### src/rtl/traffic_light_pkg.sv
// rtl/traffic_light_pkg.sv - shared light-code and monitor types for the traffic-light blocks
package traffic_light_pkg;

    typedef enum logic [1:0] {
        RED    = 2'b00,
        GREEN  = 2'b01,
        YELLOW = 2'b10
    } state_t;

    typedef enum logic [1:0] {
        ACQUIRE = 2'b00,
        TRACK   = 2'b01,
        FAULT   = 2'b10
    } mon_state_t;

    localparam logic [1:0] CODE_ILLEGAL = 2'b11;

    // Lamp vectors are ordered {red, green, yellow}.
    localparam logic [2:0] LAMPS_OFF = 3'b000;
    localparam logic [2:0] LAMPS_RED = 3'b100;

    function automatic state_t next_light(input state_t s);
        case (s)
            RED:     return GREEN;
            GREEN:   return YELLOW;
            default: return RED;
        endcase
    endfunction

    function automatic logic [2:0] lamp_decode(input state_t s);
        case (s)
            RED:     return 3'b100;
            GREEN:   return 3'b010;
            YELLOW:  return 3'b001;
            default: return 3'b000;
        endcase
    endfunction

endpackage

### src/rtl/traffic_light_monitor.sv
// rtl/traffic_light_monitor.sv - light-sequence checker with dwell bounds, sticky errors and fail-safe red
module traffic_light_monitor
    import traffic_light_pkg::*;
#(
    parameter int MIN_DWELL = 1,
    parameter int MAX_DWELL = 15,
    parameter int DWELL_W   = 4,
    parameter int CNT_W     = 8
) (
    input  logic             clk,
    input  logic             rst_n,
    input  logic [1:0]       light_in,
    input  logic             valid_in,
    input  logic             err_clr,
    output logic             lamp_red,
    output logic             lamp_green,
    output logic             lamp_yellow,
    output logic             locked,
    output logic             seq_err,
    output logic             code_err,
    output logic             dwell_err,
    output logic [CNT_W-1:0] cycle_cnt
);

    localparam logic [DWELL_W-1:0] L_MIN_DWELL = DWELL_W'(MIN_DWELL);
    localparam logic [DWELL_W-1:0] L_MAX_DWELL = DWELL_W'(MAX_DWELL);
    localparam logic [DWELL_W-1:0] L_DWELL_ONE = DWELL_W'(1);
    localparam logic [CNT_W-1:0]   L_CNT_ONE   = CNT_W'(1);

    mon_state_t       r_state;
    state_t           r_prev;
    logic [DWELL_W-1:0] r_dwell;
    logic [CNT_W-1:0] r_cycle_cnt;
    logic [2:0]       r_lamps;
    logic             r_seq_err;
    logic             r_code_err;
    logic             r_dwell_err;

    mon_state_t       w_state_nxt;
    state_t           w_prev_nxt;
    logic [DWELL_W-1:0] w_dwell_nxt;
    logic [CNT_W-1:0] w_cycle_cnt_nxt;
    logic [2:0]       w_lamps_nxt;
    logic             w_seq_err_nxt;
    logic             w_code_err_nxt;
    logic             w_dwell_err_nxt;
    logic             w_code_ok;
    state_t           w_sample;

    assign w_code_ok = (light_in != CODE_ILLEGAL);
    assign w_sample  = state_t'(light_in);

    always_ff @(posedge clk or negedge rst_n) begin
        if (!rst_n) begin
            r_state     <= ACQUIRE;
            r_prev      <= RED;
            r_dwell     <= '0;
            r_cycle_cnt <= '0;
            r_lamps     <= LAMPS_OFF;
            r_seq_err   <= 1'b0;
            r_code_err  <= 1'b0;
            r_dwell_err <= 1'b0;
        end else begin
            r_state     <= w_state_nxt;
            r_prev      <= w_prev_nxt;
            r_dwell     <= w_dwell_nxt;
            r_cycle_cnt <= w_cycle_cnt_nxt;
            r_lamps     <= w_lamps_nxt;
            r_seq_err   <= w_seq_err_nxt;
            r_code_err  <= w_code_err_nxt;
            r_dwell_err <= w_dwell_err_nxt;
        end
    end

    always_comb begin
        w_state_nxt     = r_state;
        w_prev_nxt      = r_prev;
        w_dwell_nxt     = r_dwell;
        w_cycle_cnt_nxt = r_cycle_cnt;
        w_lamps_nxt     = r_lamps;
        w_seq_err_nxt   = r_seq_err;
        w_code_err_nxt  = r_code_err;
        w_dwell_err_nxt = r_dwell_err;

        case (r_state)
            ACQUIRE: begin
                if (valid_in) begin
                    if (!w_code_ok) begin
                        w_code_err_nxt = 1'b1;
                        w_lamps_nxt    = LAMPS_OFF;
                        w_state_nxt    = FAULT;
                    end else begin
                        // Non-red codes still drive the lamps; only red may start a lock.
                        w_lamps_nxt = lamp_decode(w_sample);
                        if (w_sample == RED) begin
                            w_state_nxt = TRACK;
                            w_prev_nxt  = RED;
                            w_dwell_nxt = L_DWELL_ONE;
                        end
                    end
                end
            end

            TRACK: begin
                if (valid_in) begin
                    if (!w_code_ok) begin
                        w_code_err_nxt = 1'b1;
                        w_lamps_nxt    = LAMPS_OFF;
                        w_state_nxt    = FAULT;
                    end else begin
                        w_lamps_nxt = lamp_decode(w_sample);
                        if (w_sample == r_prev) begin
                            if (r_dwell == L_MAX_DWELL) begin
                                w_dwell_err_nxt = 1'b1;
                                w_state_nxt     = FAULT;
                            end else begin
                                w_dwell_nxt = r_dwell + L_DWELL_ONE;
                            end
                        end else if (w_sample == next_light(r_prev)) begin
                            if (r_dwell < L_MIN_DWELL) begin
                                w_dwell_err_nxt = 1'b1;
                                w_state_nxt     = FAULT;
                            end else begin
                                w_prev_nxt  = w_sample;
                                w_dwell_nxt = L_DWELL_ONE;
                                if (r_prev == YELLOW) begin
                                    w_cycle_cnt_nxt = r_cycle_cnt + L_CNT_ONE;
                                end
                            end
                        end else begin
                            w_seq_err_nxt = 1'b1;
                            w_state_nxt   = FAULT;
                        end
                    end
                end
            end

            FAULT: begin
                w_lamps_nxt = LAMPS_RED;
                if (err_clr) begin
                    w_seq_err_nxt   = 1'b0;
                    w_code_err_nxt  = 1'b0;
                    w_dwell_err_nxt = 1'b0;
                    w_state_nxt     = ACQUIRE;
                end
            end

            default: begin
                w_state_nxt = ACQUIRE;
            end
        endcase
    end

    assign lamp_red    = r_lamps[2];
    assign lamp_green  = r_lamps[1];
    assign lamp_yellow = r_lamps[0];
    assign locked      = (r_state == TRACK);
    assign seq_err     = r_seq_err;
    assign code_err    = r_code_err;
    assign dwell_err   = r_dwell_err;
    assign cycle_cnt   = r_cycle_cnt;

endmodule

### config.mk
export PLATFORM = sky130hd
export DESIGN_NAME = traffic_light_monitor
export DESIGN_NICKNAME = d
export VERILOG_FILES = /design/src/rtl/traffic_light_pkg.sv /design/src/rtl/traffic_light_monitor.sv
export SDC_FILE = /design/constraint.sdc
export NUM_CORES = 1
export LEC_CHECK = 0
export ABC_AREA = 1
export CORE_MARGIN = 2
export CORE_UTILIZATION = 54
export DETAILED_ROUTE_END_ITERATION = 8
export PLACE_DENSITY = 0.89
export SLEW_MARGIN = 10
export SYNTH_ARGS = -nofsm -noshare
export SYNTH_HDL_FRONTEND = slang
export SYNTH_SLANG_ARGS = --single-unit
### constraint.sdc
create_clock -name clk -period 1.93 [get_ports clk]
set_clock_uncertainty 0.15 [all_clocks]
set_input_delay 0.579 -clock clk [delete_from_list [all_inputs] [get_ports clk]]
set_output_delay 0.579 -clock clk [all_outputs]
set_load 0.01 [all_outputs]
==> metrics.txt <==
CORE AREA 2710 µm²; drt first pass iters 4; CTS clk-pin slew, worst paths 0.13 ns; wire per inst 14.8 µm; crit path DAT 2.03 ns; worst reg2reg endpoint r_state[0]$_DFFE_PN0P_; Worst Path Class, Setup in -> reg; slowest CP cell dlygate4sd2_1; commonest cells after routing, fill and taps aside nand2_1 (54), buf_4 (29), inv_1 (23); final setup fails 0; Avg Vias per Cell 5.65; Die Span Y 57.2 µm; CTS tree yes; asr flop ratio synth 100%; xor/xnor share of the synthesized area 6.22%; worst path cell trace dlygate4sd2_1 > ha_2 > nor2_2 > buf_4 > nand4_1 > nand3_1 > nand2_1 > nand2_1; Synth Area per Inst 7.68 µm²; largest net degree at the start of global routing 23; worst slew pin tran 0.364 ns; clock sink count 22; slew margin rel. 75.7%; mux cell area share after synthesis 0%; Fin. Hold Viols 0; Worst-Skew Late Latency 0.33 ns; DR iter-0 viols 118; Antenna Nets Post-Route 0; Netlist cell types 23; Hold/Removal Path Class reg -> reg; post-detail-place hpwl 2.58 mm; DIE AREA 3270 µm²; fmax 525 MHz; Max Slew Vio Count 0; WL final 4.19 mm; PwrDens 1250 nW/µm²; antenna violations before repair 0; synthesized flop and latch total 22; routability congestion estimate 0.856; area of the multi-input gates 925 µm²; hold depth 2; Top Family by Delay on Critical Path simple AND/OR/NAND/NOR gates; register area share after synthesis 36.0%; area delta synth->final 36.9%; Setup TNS 0 ns; first-pass GRT wire length 6.36 mm; main combinational cell family by area after synthesis simple AND/OR/NAND/NOR gates; worst-case clock buffer depth 2; Lkg Pwr 1.11 nW; Vias 1598; peak supply drop 1.44 mV; Nets 270; FF-to-FF setup slack 0.03 ns; Initial Util 56.4%; H-tree levels 1; status finished clean; number of fill cells in the layout 198; HP Start r_lamps[1]$_DFFE_PN0P_; # port buffers 20; total of max-cap violations 0; vias in the first global route 1397; GRT Total Usage 25.1%; period utilization 98.7%; slowest stage delay, CP 0.28 ns; row cnt 19; syn_nets 216; CTS root buffer clkbuf_4; most frequent CP cell nand2_1; Worst Hold End r_lamps[1]$_DFFE_PN0P_; Die X 57.2 µm; Post-synth top flop dfrtp_1; layout cells sized above 1 25.4%; number of enable flip-flop cells after synthesis 0; Storage cell area 551 µm²; IO Pins 21; worst reg-to-reg path cell count 10; Reg2Reg Launch Point r_state[1]$_DFFE_PN0P_; Final min period 1.91 ns; CP Max Fanout 6; grt total ovfl 0; Compound-Gate Fraction of Synth Area 9.91%; Synth Area in Simple Gates 31.2%; Synth Area in Adders 9.01%; post-synthesis instance total 199; detailed-route DRC error count 0; Setup WS post-layout 0.0245 ns; n_diodes 0; buffers and inverters on the worst path 2; critical path startpoint category primary input; Worst Setup End Kind flop; total CTS buffers 3; CP required 2.06 ns; synthesized area 1530 µm²; Hold Buf Count CTS 0; Ys Warns 0; pre-CTS WS -0.535 ns; hold_ws 0.347 ns; most common cell after layout, fill and taps aside nand2_1
## sequential cells by signal (all words and copies together), names as in the netlist
name	flops
seq_err	1
r_state	2
code_err	1
r_lamps	3
cycle_cnt	8
r_dwell	4
r_prev	2
dwell_err	1
## cells in the mapped netlist, types with 2 or more instances
| cell | number | area (µm²) |
|---|---|---|
| inv_1 | 26 | 97.6 |
| ha_1 | 11 | 138 |
| dfrtp_1 | 22 | 551 |
| nand3b_1 | 2 | 15.0 |
| nand2_1 | 58 | 218 |
| nor2_1 | 17 | 63.8 |
| xor2_1 | 4 | 35.0 |
| a21oi_1 | 2 | 10.0 |
| nand3_2 | 3 | 30.0 |
| xnor2_1 | 5 | 43.8 |
| o21ai_0 | 11 | 55.1 |
| nand4_1 | 10 | 62.6 |
| o21ai_2 | 6 | 52.6 |
| nand3_1 | 12 | 60.1 |
| o21ai_1 | 2 | 10.0 |
## timing repair
item,CTS,global route
hold endpoints to repair,0,0
resized for setup,25,14
cloned,0,0
endpoints found under the setup margin,33,13
pin swaps,1,4
setup buffers,11,4
## routing by layer
layer	vias up	wire length [µm]	GRT usage [%]
li1	753	-	-
met1	738	1630	31.6
met2	83	2160	43.5
met3	24	278	5.22
met4	0	126	7.31
met5	-	0	0
## cells by family after synthesis
logic type	after synthesis
and+or+nand+nor	104
DFF	22
xor gates and xnor gates	10
adders and majority gates	11
buffers and inverters	29
AOI/OAI and AO/OA	23
## metrics by stage
step                      utilization [%]  cells  total power, mW  area (µm²)
after floorplan                         -    199             1.48        1530
after global placement               69.1    264             1.94        1870
after detailed placement             69.1    264             1.99        1870
after CTS                            74.7    279             2.38        2020
after global routing                 77.2    283             2.79        2090
final                                77.2    283             2.62        2090
## worst max-delay path by stage
stage          cells past startpoint                        to              startpoint  slack (ns)
3_5_place_dp                       7  cycle_cnt[0]$_DFFE_PN0P_             light_in[1]       -0.54
6_report                           8    r_state[0]$_DFFE_PN0P_             light_in[0]        0.02
3_3_place_gp                      11    r_dwell[1]$_DFFE_PN0P_             light_in[1]       -0.44
2_1_floorplan                      6  cycle_cnt[5]$_DFFE_PN0P_             light_in[0]        0.16
5_1_grt                           10    r_state[1]$_DFFE_PN0P_  r_state[1]$_DFFE_PN0P_       -0.04
4_1_cts                            3                    locked  r_state[1]$_DFFE_PN0P_       -0.04
## layout make-up
| class | count | share of cell area, % |
|---|---|---|
| Inverter | 27 | 4.84 |
| Tap cell | 31 | 1.85 |
| Multi-Input combinational cell | 148 | 44.2 |
| Sequential cell | 22 | 26.3 |
| Timing Repair Buffer | 51 | 20.3 |
| Clock buffer | 3 | 1.08 |
| Clock inverter | 1 | 1.44 |
## where the power goes
group | internal (mW) | total (mW) | switching [mW]
combinational | 0.655 | 1.55 | 0.895
sequential | 0.591 | 0.701 | 0.109
clock | 0.210 | 0.369 | 0.158
total | 1.46 | 2.62 | 1.16
## worst min-delay path, delay by kind of cell, from the launching register on
kind	cells	cell delay, ns
AO/OA/AOI/OAI	1	0.06
flip-flops	1	0.36
AND/OR/NAND/NOR	1	0.05
(Power assumes the default switching activity.)
